<file path="config.mk">
export PLATFORM = sky130hd
export DESIGN_NAME = fc_inference_sequencer
export DESIGN_NICKNAME = d
export VERILOG_FILES = /design/src/rtl/fc_inference_sequencer.sv
export SDC_FILE = /design/constraint.sdc
export NUM_CORES = 1
export LEC_CHECK = 0
export CAP_MARGIN = 15
export CELL_PAD_IN_SITES_DETAIL_PLACEMENT = 1
export CELL_PAD_IN_SITES_GLOBAL_PLACEMENT = 2
export CORE_MARGIN = 3
export CORE_UTILIZATION = 29
export DETAILED_ROUTE_END_ITERATION = 8
export PLACE_DENSITY_LB_ADDON = 0.1
export REMOVE_ABC_BUFFERS = 1
export SYNTH_ARGS = -nofsm -noshare
export SYNTH_HDL_FRONTEND = slang
export SYNTH_SLANG_ARGS = --single-unit
</file>
<file path="constraint.sdc">
create_clock -name clk -period 5.1 [get_ports clk]
set_input_delay 1.02 -clock clk [delete_from_list [all_inputs] [get_ports clk]]
set_output_delay 1.02 -clock clk [all_outputs]
set_load 0.1 [all_outputs]
</file>
<file path="src/rtl/fc_inference_sequencer.sv">
// fc_inference_sequencer: clears, feeds and reads one fully-connected layer per image, then argmaxes its scores. Rev 1.0
// Optional build macro FC_SEQ_TIMEOUT_EN adds a COMPUTE watchdog that drives the sticky error flag.
`default_nettype none

module fc_inference_sequencer #(
  parameter int BITS_INT = 4,
  parameter int BITS_FRC = 12,
  parameter int WIDTH    = 784,
  parameter int HEIGHT   = 10,
  parameter int TIMEOUT  = 1023
) (
  input  logic                                        clk,
  input  logic                                        reset,
  input  logic                                        start,
  input  logic                                        pix_valid,
  output logic                                        pix_ready,
  input  logic [BITS_INT+BITS_FRC-1:0]                pix_data,
  output logic                                        fc_rst_n,
  output logic [9:0]                                  fc_counter,
  output logic [BITS_INT+BITS_FRC-1:0]                fc_pixel,
  input  logic                                        fc_done,
  input  logic [HEIGHT-1:0][BITS_INT+BITS_FRC-1:0]    fc_out,
  output logic                                        busy,
  output logic                                        result_valid,
  input  logic                                        result_ready,
  output logic [3:0]                                  result_digit,
  output logic [BITS_INT+BITS_FRC-1:0]                result_score,
  output logic                                        error
);

  localparam int         DW       = BITS_INT + BITS_FRC;
  localparam logic [9:0] LAST_PIX = 10'(WIDTH - 1);
  localparam logic [3:0] LAST_IDX = 4'(HEIGHT - 1);

  typedef enum logic [2:0] {
    S_IDLE    = 3'd0,
    S_CLEAR   = 3'd1,
    S_LOAD    = 3'd2,
    S_COMPUTE = 3'd3,
    S_ARGMAX  = 3'd4,
    S_RESULT  = 3'd5
  } state_t;

  state_t                 state_q, state_d;
  logic                   pix_ready_q, pix_ready_d;
  logic                   fc_rst_n_q, fc_rst_n_d;
  logic [9:0]             fc_counter_q, fc_counter_d;
  logic [DW-1:0]          fc_pixel_q, fc_pixel_d;
  logic                   busy_q, busy_d;
  logic                   result_valid_q, result_valid_d;
  logic [3:0]             result_digit_q, result_digit_d;
  logic [DW-1:0]          result_score_q, result_score_d;
  logic                   error_q, error_d;
  logic signed [DW-1:0]   score_q [HEIGHT];
  logic signed [DW-1:0]   score_d [HEIGHT];
  logic [3:0]             arg_i_q, arg_i_d;
  logic [3:0]             best_i_q, best_i_d;
  logic signed [DW-1:0]   best_q, best_d;
  logic                   take;

`ifdef FC_SEQ_TIMEOUT_EN
  logic [9:0]             tmo_cnt_q, tmo_cnt_d;
`else
  logic                   unused_timeout;
  assign unused_timeout = (TIMEOUT != 0);
`endif

  assign pix_ready    = pix_ready_q;
  assign fc_rst_n     = fc_rst_n_q;
  assign fc_counter   = fc_counter_q;
  assign fc_pixel     = fc_pixel_q;
  assign busy         = busy_q;
  assign result_valid = result_valid_q;
  assign result_digit = result_digit_q;
  assign result_score = result_score_q;
  assign error        = error_q;

  always_comb begin
    state_d        = state_q;
    fc_counter_d   = fc_counter_q;
    fc_pixel_d     = fc_pixel_q;
    result_digit_d = result_digit_q;
    result_score_d = result_score_q;
    error_d        = error_q;
    score_d        = score_q;
    arg_i_d        = arg_i_q;
    best_i_d       = best_i_q;
    best_d         = best_q;
    // First entry always seeds the running best; later ones must be strictly greater.
    take           = (arg_i_q == 4'd0) || (score_q[arg_i_q] > best_q);
`ifdef FC_SEQ_TIMEOUT_EN
    tmo_cnt_d      = '0;
`endif

    case (state_q)
      S_IDLE: begin
        fc_counter_d = '0;
        if (start) state_d = S_CLEAR;
      end
      S_CLEAR: begin
        fc_counter_d = '0;
        state_d      = S_LOAD;
      end
      S_LOAD: begin
        if (pix_valid && pix_ready_q) begin
          fc_pixel_d   = pix_data;
          fc_counter_d = fc_counter_q + 10'd1;
          if (fc_counter_q == LAST_PIX) state_d = S_COMPUTE;
        end
      end
      S_COMPUTE: begin
        if (fc_done) begin
          for (int i = 0; i < HEIGHT; i++) score_d[i] = fc_out[i];
          arg_i_d = '0;
          state_d = S_ARGMAX;
        end
`ifdef FC_SEQ_TIMEOUT_EN
        else if (tmo_cnt_q == 10'(TIMEOUT - 1)) begin
          error_d        = 1'b1;
          result_digit_d = 4'hF;
          result_score_d = '0;
          state_d        = S_RESULT;
        end else begin
          tmo_cnt_d = tmo_cnt_q + 10'd1;
        end
`endif
      end
      S_ARGMAX: begin
        if (take) begin
          best_d   = score_q[arg_i_q];
          best_i_d = arg_i_q;
        end
        if (arg_i_q == LAST_IDX) begin
          result_digit_d = LAST_IDX - (take ? arg_i_q : best_i_q);
          result_score_d = take ? score_q[arg_i_q] : best_q;
          state_d        = S_RESULT;
        end else begin
          arg_i_d = arg_i_q + 4'd1;
        end
      end
      S_RESULT: begin
        if (result_ready) begin
          fc_counter_d = '0;
          state_d      = S_IDLE;
        end
      end
      default: state_d = S_IDLE;
    endcase

    // Status outputs are decoded from the next state so they register in step with it.
    pix_ready_d    = (state_d == S_LOAD);
    fc_rst_n_d     = (state_d != S_CLEAR);
    busy_d         = (state_d != S_IDLE);
    result_valid_d = (state_d == S_RESULT);
  end

  always_ff @(posedge clk) begin
    if (!reset) begin
      state_q        <= S_IDLE;
      pix_ready_q    <= 1'b0;
      fc_rst_n_q     <= 1'b0;
      fc_counter_q   <= '0;
      fc_pixel_q     <= '0;
      busy_q         <= 1'b0;
      result_valid_q <= 1'b0;
      result_digit_q <= '0;
      result_score_q <= '0;
      error_q        <= 1'b0;
      for (int i = 0; i < HEIGHT; i++) score_q[i] <= '0;
      arg_i_q        <= '0;
      best_i_q       <= '0;
      best_q         <= '0;
`ifdef FC_SEQ_TIMEOUT_EN
      tmo_cnt_q      <= '0;
`endif
    end else begin
      state_q        <= state_d;
      pix_ready_q    <= pix_ready_d;
      fc_rst_n_q     <= fc_rst_n_d;
      fc_counter_q   <= fc_counter_d;
      fc_pixel_q     <= fc_pixel_d;
      busy_q         <= busy_d;
      result_valid_q <= result_valid_d;
      result_digit_q <= result_digit_d;
      result_score_q <= result_score_d;
      error_q        <= error_d;
      for (int i = 0; i < HEIGHT; i++) score_q[i] <= score_d[i];
      arg_i_q        <= arg_i_d;
      best_i_q       <= best_i_d;
      best_q         <= best_d;
`ifdef FC_SEQ_TIMEOUT_EN
      tmo_cnt_q      <= tmo_cnt_d;
`endif
    end
  end

endmodule

`default_nettype wire

</file>
==> impl_metrics.ini <==
[placed_design]
place.detailed.hpwl_mm = 21.6
portBuffers = 231
place_congestion = 0.744
dpl_cell_area_um2 = 12900

[routing]
drt-total-wl_mm = 31.6
drtAntennaViolNets = 0
dr.pass1.iters = 4
wire_per_inst_um = 16.6
drt_iter0_drc = 290
vias_per_cell = 4.78
num_vias = 9095
route.detailed.drc = 0

[global_routing]
grt_pass1_vias = 9454
grt_start_max_net_pins = 102
antenna_found_initial = 0
track_usage_pct = 16.3
overflow = 0
grt_pass1_wl_mm = 51.2

[logic_synthesis]
ys_warn_count = 0
synthesis.area_um2 = 10300
yosysSeqAreaShare_pct = 46.2
syn_inst = 1242
syn-mean-instance-area_um2 = 8.26
ys.flop_type = dfxtp_1
synth_cell_types = 53
synth_edf_count = 0
async_flop_share_pct = 0
ys_ff_latch = 237

[floorplanning]
core_area_um2 = 34700
dieArea_um2 = 37700
die-width_um = 194
fp-row-count = 68
initial_core_util_pct = 29.6
die-height_um = 194
io_pins = 233

[cts]
cts_setup_buffers = 0
cts-buffers-inserted = 28
cts_tree = yes
clockBufferDepth = 3
cts_sinks = 237
clk_pin_slew_ps = 60
cts.htree.levels = 1
root_buffer = clkbuf_16
clk_latency_ps = 550
holdBufCountCts = 0
cts_resized = 0

[power_and_ir_drop]
power.total_mw = 4.16
p_per_area_nw_per_um2 = 300
p_leak_nw = 4.50
vdd_ir_drop_max_mv = 0.229

[sta]
slew_headroom_pct = 29.7
skew_ps = 16.4
worst_pin_slew_ps = 1050
final-max-slew-violation-count = 0
max_clock_freq_ghz = 0.240
finalSetupViolCount = 0
finalSetupTns_ps = 0
rsz0062_at_grt = no
hold_viol = 0
min_period_ps = 4170
min_period_over_period_pct = 81.9

[setup_path]
crit_required_ps = 5580
critPathKind = reg -> reg
cp-start-kind = register
crit_chain = buf_12 > mux4_2 > mux2i_1 > o22ai_1 > ha_1 > nand4_1 > or2_1 > or3_4 > a22o_2 > mux2i_2 > ha_1 > nor3b_1 > nand3_1 > nand3_1
cpMaxStageDelayCell = mux4_2
path_max_fanout = 29
cpPeakStageDelay_ps = 560
endpoint_kind = register
critPathArrivalTime_ps = 4660
path_buf_inv = 1
crit_family = simple AND/OR/NAND/NOR gates

[layout]
fill_cells = 4093
drive_above_1_share_pct = 7.40
utilization_pct = 39.9
synthToLayoutAreaGrowth_pct = 34.9
layout.nets = 1628
n_antenna_cell = 0
stdcell_area_um2 = 13800

[outcome]
status = finished clean

[job]
drv_cap = 0

[worst_hold_path]
min_path_type = reg -> reg
[power breakdown]
group	leakage (nW)	total, mW	internal, mW	switching, mW
Combinational	2.13	0.295	0.165	0.130
Clock	0.455	1.98	1.18	0.799
Sequential	1.91	1.88	1.87	0.0133
[worst min-delay path, stage by stage, from the launching register on]
cell,delay [ps]
dfxtp_1,300
nand2_1,50
a21oi_1,50
[state kept, by name (all words and copies together) (netlist names)]
register and flops:
fc_counter 10, score_q 160, pix_ready 1, arg_i_q 4, fc_pixel 16, result_digit 4, busy 1, fc_rst_n 1
state_q 3, result_score 16, result_valid 1, best_i_q 4, best_q 16
[layer usage]
layer | wire (um) | share of wire (%) | global-route usage, % | up-vias
li1 | - | - | - | 4588
met1 | 14600 | 46 | 21.7 | 4322
met2 | 15100 | 48 | 28.0 | 147
met3 | 1280 | 4.0 | 2.76 | 38
met4 | 571 | 1.8 | 3.30 | 0
met5 | 0 | 0 | 0 | -
[Yosys cell counts (2+ instances only)]
master | n | area [um^2]
a31oi_1 | 17 | 106
buf_1 | 3 | 11.3
and3_1 | 4 | 25.0
o21ai_0 | 24 | 120
nor2_1 | 28 | 105
mux4_2 | 32 | 721
nor3_1 | 30 | 150
a21o_1 | 2 | 15.0
nand3_1 | 7 | 35.0
or3_1 | 3 | 18.8
o22ai_1 | 17 | 106
xor2_1 | 7 | 61.3
buf_2 | 9 | 45.0
nand2_1 | 404 | 1520
buf_4 | 7 | 52.6
nand3b_1 | 4 | 30.0
mux2i_1 | 35 | 350
inv_1 | 19 | 71.3
a211oi_1 | 2 | 15.0
a22oi_1 | 2 | 15.0
nor4bb_1 | 2 | 20.0
a21oi_1 | 208 | 1040
nor4b_1 | 2 | 17.5
dfxtp_1 | 237 | 4740
ha_1 | 21 | 263
clkbuf_1 | 76 | 285
nand4_1 | 10 | 62.6
buf_6 | 3 | 33.8
o21a_1 | 2 | 15.0
nor2b_1 | 2 | 12.5
[through the flow]
stage | hold WS, ps | instances | setup WS [ps]
floorplan | 433 | 1144 | -1700
CTS | 456 | 1901 | 846
global route | 469 | 1901 | 601
global placement | 441 | 1850 | 973
detailed placement | 447 | 1850 | 900
finish | 453 | 1901 | 925
[logic make-up (layout without fill, tap and decap cells)]
kind of cell	Yosys count	count (layout)	synth area share (%)
compound gates	285	285	14.9
xor+xnor	7	7	0.597
fa+ha+maj	21	21	2.56
buf+inv	118	322	4.90
flops	237	237	46.2
mux	68	68	10.6
other cells	1	1	0.0365
simple gates	505	505	20.2
[final timing paths]
check / from / end / slack [ps] / cells past startpoint
min: score_q[99]$_SDFFE_PN0P_ / score_q[99]$_SDFFE_PN0P_ / 450 / 2
min reg2reg: score_q[99]$_SDFFE_PN0P_ / score_q[99]$_SDFFE_PN0P_ / 450 / 2
max: arg_i_q[0]$_SDFFE_PN0P_ / result_digit[3]$_SDFFE_PN0P_ / 930 / 14
max reg2reg: arg_i_q[0]$_SDFFE_PN0P_ / result_digit[3]$_SDFFE_PN0P_ / 930 / 14
[area by class of cell]
cell class | instances | area (um^2) | area share, %
repair buffers | 251 | 2500 | 18.1
well taps | 455 | 569 | 4.11
flip-flops and latches | 237 | 4750 | 34.3
clock buffers | 43 | 838 | 6.05
inverters | 20 | 80.1 | 0.578
multi-input cells | 887 | 5030 | 36.3
clock inverters | 8 | 83.8 | 0.605
[cells in the final DEF, fill, tap and decap left out, drive strengths merged, types with 2 or more instances in the layout]
cell,netlist,routed
nor4bb,2,2
xor2,7,7
mux2i,36,36
nor4,2,2
or3,4,4
buf,22,20
a21oi,208,208
o22ai,17,17
a22oi,3,3
a21o,2,2
dfxtp,237,237
and3,4,4
nand3,7,7
clkbuf,76,43
nor2b,2,2
or2,2,2
nand3b,4,4
o21ai,25,25
nor3,30,30
clkinv,0,7
clkdlybuf4s50,0,231
inv,20,20
a211oi,2,2
nor2,28,28
o21a,2,2
nand4,10,10
nor4b,2,2
mux4,32,32
ha,21,21
and2,2,2
nand2,404,404
a31oi,17,17
Note: power is estimated with default switching activity, not from simulation.
==> edit 1: new RTL, config.mk and constraints unchanged <==
Take the reset off `result_score_q` and load it in a clocked block of its own.
--- a/src/rtl/fc_inference_sequencer.sv
+++ b/src/rtl/fc_inference_sequencer.sv
@@ -164,7 +164,6 @@
       busy_q         <= 1'b0;
       result_valid_q <= 1'b0;
       result_digit_q <= '0;
-      result_score_q <= '0;
       error_q        <= 1'b0;
       for (int i = 0; i < HEIGHT; i++) score_q[i] <= '0;
       arg_i_q        <= '0;
@@ -182,7 +181,6 @@
       busy_q         <= busy_d;
       result_valid_q <= result_valid_d;
       result_digit_q <= result_digit_d;
-      result_score_q <= result_score_d;
       error_q        <= error_d;
       for (int i = 0; i < HEIGHT; i++) score_q[i] <= score_d[i];
       arg_i_q        <= arg_i_d;
@@ -194,6 +192,10 @@
     end
   end
 
+  always_ff @(posedge clk) begin
+    result_score_q <= result_score_d;
+  end
+
 endmodule
 
 `default_nettype wire
Formal check against the unedited RTL: same outputs for any inputs over 4 cycles, from zero or initial values and one cycle with reset low; that may be too few to reach the edited logic, so the function may still have changed.
==> edit 1 against the unedited design <==
Routed wire length up 1.1%. Synthesized area up 1.8%. Worst setup slack worse by 0.14 ns. Sequential cell count unchanged. Cell area up 1.1%. Total power up 0.35%. Utilization up 0.055 points. First-iteration DRC count down 13%. Highest routed layer unchanged.
==> edit 1: results (changes against the unedited design) <==
run status complete, no violations; DP Area 0.0131 sq mm (+1.3%); Top delay family on crit path simple AND/OR/NAND/NOR gates; flop-to-flop setup slack 0.79 ns (-0.14 ns); Worst setup endpoint result_digit[3]; worst path arrival time 4.79 ns (+0.13 ns); Top Layer Used met4; Worst Setup SP arg_i_q[1]; DRT iter0 DRCs 253 (-13%); slowest stage cell, crit path dfxtp_2; critical-path maximum fanout 24 (-17%); Synth Warn # 0 (unchanged); # Post-CTS Setup Buffers 0 (unchanged); Clock Path Buffers 3 (unchanged); number of diodes 0 (unchanged); DR vias/cell 4.75 (-0.78%); Yosys cell types 52 (-1.9%); EDFF count, synth 16 (+16); max reg flops 160 (unchanged); CTS resizes 0 (unchanged); Top FF cell, synth dfxtp_1; net load switching power 0.930 mW (-1.3%); fin nets 1,593 (-2.1%); initial antenna violation count 0 (unchanged); vias in the first global route 9,369 (-0.90%); ys async rst share 0% (unchanged); clk_skew 0.00777 ns (-0.00858 ns); pin count of the biggest net entering global routing 113 (+11%); Slew headroom 30.9% (+1.2 points); I/O Buffers 231 (unchanged); clk_lat worst skew 0.54 ns; sequential share of the synthesized area 47.0% (+0.73 points); CTS H-tree lvls 1 (unchanged); Max rail drop VDD 222 uV (-3.0%); Static Leak 4.69 nW (+4.2%); Met1 Routed Length 14,900 um (+1.8%); Top reg by flops score_q; DPL Wire Length 22,000 um (+2.0%); GPL Wtd Cong 0.758 (+1.9%); commonest non-fill, non-tap cell in the layout nand2_1; Synth top cells by count nand2_1 (366), dfxtp_1 (221), a21oi_1 (207); drt first pass iters 4 (unchanged); met3 wire length 1310 um (+2.8%); global-route wire length before repair 50,900 um (-0.54%); metal2 WL 15,100 um (-0.13%); wire length per cell after detailed routing 17.1 um (+3.0%); TritonCTS Buffers 28 (unchanged); HP Class flop to flop; Reg clk slew, reported paths 0.06 ns (about the same); critical path depth 14 (unchanged); share of layout cells above drive strength 1 10.0% (+2.6 points); synth top area cells dfxtp_1 (42%), nand2_1 (13%), a21oi_1 (9.9%); Clock Root Buffer clkbuf_16; critical path's largest stage delay 0.81 ns (+0.25 ns); Total GRT Usage 16.1% (-0.16 points)
edit 1: power by group through the flow:
stage	combinational (mW)	sequential, mW	clock, mW
after floorplan	0.0979	1.96	0
after global placement	0.303	1.94	0
after detailed placement	0.304	1.94	0
after CTS	0.305	1.90	2.05
after global routing	0.326	1.90	2.11
final	0.300	1.90	1.97
edit 1: worst min path at each step:
stage	to	depth (start not counted)	slack (ns)	startpoint
after floorplan	score_q[112]	2	0.43	score_q[112]
after global placement	score_q[152]	2	0.44	score_q[152]
after detailed placement	fc_pixel[15]	2	0.45	fc_pixel[15]
after CTS	fc_pixel[15]	2	0.45	fc_pixel[15]
after global routing	score_q[73]	2	0.47	score_q[73]
final	score_q[13]	2	0.45	score_q[13]
edit 1: cells by family (layout without fill, tap and decap cells):
logic type | after synthesis | in the layout | share of synthesized area (%)
flip-flops | 237 | 237 | 47.0
multiplexers | 68 | 68 | 10.3
AO/OA/AOI/OAI | 262 | 262 | 14.2
AND/OR/NAND/NOR | 488 | 488 | 20.2
XOR/XNOR | 10 | 10 | 0.838
adder cells (fa/ha/maj) | 21 | 21 | 2.52
buffers and inverters | 115 | 323 | 4.98
other | 1 | 1 | 0.0359
edit 1: area by class of cell:
type	instances	area (sq um)
clock inverter	5	51.3
sequential	237	4910
timing repair buffer	251	2500
inverter	22	87.6
tap	455	569
clock buffer	45	856
multi-input combinational	850	5030
fill	4093	21000
edit 1: worst min-delay path, cell delays in order (launching register included):
cell	delay, ns
dfxtp_1	0.30
nand2_1	0.05
a21oi_1	0.05
edit 1: stage by stage:
step                      worst slack [ns]  setup TNS [ns]  util (%)  std cells
after floorplan                      -1.70         -227.12         -       1109
after global placement               0.812               0      37.4       1815
after detailed placement             0.736               0      37.4       1815
after CTS                            0.710               0      40.0       1865
after global routing                 0.438               0      40.0       1865
final                                0.788               0      40.0       1865
edit 1: metal layers:
metal	vias to the layer above	GRT usage (%)
li1	4463	-
met1	4184	21.9
met2	168	27.3
met3	38	2.34
met4	0	3.51
met5	-	0
==> edit 2: new RTL, same settings <==
Without the edit above. The parameter `WIDTH` goes from 784 to 392.
--- a/src/rtl/fc_inference_sequencer.sv
+++ b/src/rtl/fc_inference_sequencer.sv
@@ -5,7 +5,7 @@
 module fc_inference_sequencer #(
   parameter int BITS_INT = 4,
   parameter int BITS_FRC = 12,
-  parameter int WIDTH    = 784,
+  parameter int WIDTH    = 392,
   parameter int HEIGHT   = 10,
   parameter int TIMEOUT  = 1023
 ) (
Function: same outputs for any inputs over 10 cycles, from zero or initial values and one cycle with reset low; that may be too few to reach the edited logic, so the function may still have changed.
==> edit 2 against the unedited design <==
Sequential cell count is the same. Total power down 2.1%. Count of clock-buffer cells in the layout shrank 1. Via count grew 0.88%. Cell area decreased by 0.52%. Hold slack worse by 0.0021 ns. Synthesized area decreased by 0.13%. Routed wire length grew 0.34%. Global-route usage hardly changed. Worst setup slack got worse by 0.12 ns. Utilization shrank 0.21 points. Critical path type unchanged.
==> edit 2: results (changes against the unedited design) <==
Adder-Cell Fraction of Synth Area 2.56% (+0.0034 points); global-route wire length before repair 51,400 um (+0.39%); Total GRT Usage 16.3% (+0.040 points); run status complete, no violations; worst path arrival time 4.75 ns (+0.09 ns); slowest stage cell, crit path dfxtp_4; GPL Wtd Cong 0.733 (-1.5%); Static Leak 4.49 nW (-0.27%); mux cell area share after synthesis 10.6% (+0.014 points); design area 0.0138 sq mm (-0.52%); wire length per cell after detailed routing 16.7 um (+0.40%); DRT iter0 DRCs 275 (-5.2%); Yosys cell types 54 (+1.9%); pin count of the biggest net entering global routing 132 (+29%); clk_skew 0.0145 ns (-0.00181 ns); fin nets 1,629 (+0.061%); critical-path maximum fanout 31 (+6.9%); vias in the first global route 9,606 (+1.6%); DP Area 0.0129 sq mm (-0.21%); clk_lat worst skew 0.53 ns (-0.02 ns); synth top area cells dfxtp_1 (46%), nand2_1 (15%), a21oi_1 (10%); Synth top cells by count nand2_1 (404), dfxtp_1 (237), a21oi_1 (207); Synth Area in Compound Gates 14.8% (-0.078 points); switching share of power 22.3% (-0.34 points); DPL Wire Length 21,900 um (+1.5%); critical path's largest stage delay 0.61 ns (+0.05 ns); Slew headroom 28.9% (-0.80 points); initial antenna violation count 1 (+1); sequential share of the synthesized area 46.3% (+0.062 points); DR vias 9,175 (+0.88%); Max rail drop VDD 218 uV (-5.0%); share of layout cells above drive strength 1 7.34% (-0.059 points)
-- edit 2: through the flow --
| step | cells | hold slack [ns] | util [%] | worst slack [ns] |
|---|---|---|---|---|
| final | 1900 | 0.451 | 39.7 | 0.808 |
| after global routing | 1900 | 0.472 | 39.7 | 0.484 |
| after CTS | 1899 | 0.455 | 39.7 | 0.761 |
| after detailed placement | 1851 | 0.447 | 37.2 | 0.797 |
| after global placement | 1851 | 0.440 | 37.2 | 0.866 |
| after floorplan | 1145 | 0.433 | - | -1.69 |
-- edit 2: final timing paths --
path           startpoint         endpoint  slack [ns]  depth (start not counted)
min reg2reg  score_q[126]     score_q[126]        0.45                          2
max            arg_i_q[0]  result_digit[3]        0.81                         14
min          score_q[126]     score_q[126]        0.45                          2
max reg2reg    arg_i_q[0]  result_digit[3]        0.81                         14
-- edit 2: final cells by class --
type	count	area, sq um
Fill cell	4133	20900
Multi-Input combinational cell	887	5010
Sequential cell	237	4750
Timing Repair Buffer	251	2490
Clock buffer	42	845
Tap cell	455	569
Inverter	21	83.8
Clock inverter	6	30.0
Antenna cell	1	2.50
-- edit 2: power groups by stage --
stage | Sequential, mW | Combinational, mW | Clock (mW)
after floorplan | 1.94 | 0.0903 | 0
after global placement | 1.92 | 0.295 | 0
after detailed placement | 1.92 | 0.298 | 0
after CTS | 1.88 | 0.299 | 1.96
after global routing | 1.88 | 0.320 | 2.04
final | 1.88 | 0.294 | 1.89
-- edit 2: layer usage --
| layer | wire, um | track usage, % | vias up |
|---|---|---|---|
| li1 | - | - | 4602 |
| met1 | 14600 | 21.8 | 4385 |
| met2 | 15200 | 27.8 | 149 |
| met3 | 1280 | 2.90 | 39 |
| met4 | 668 | 3.67 | 0 |
| met5 | 0 | 0 | - |
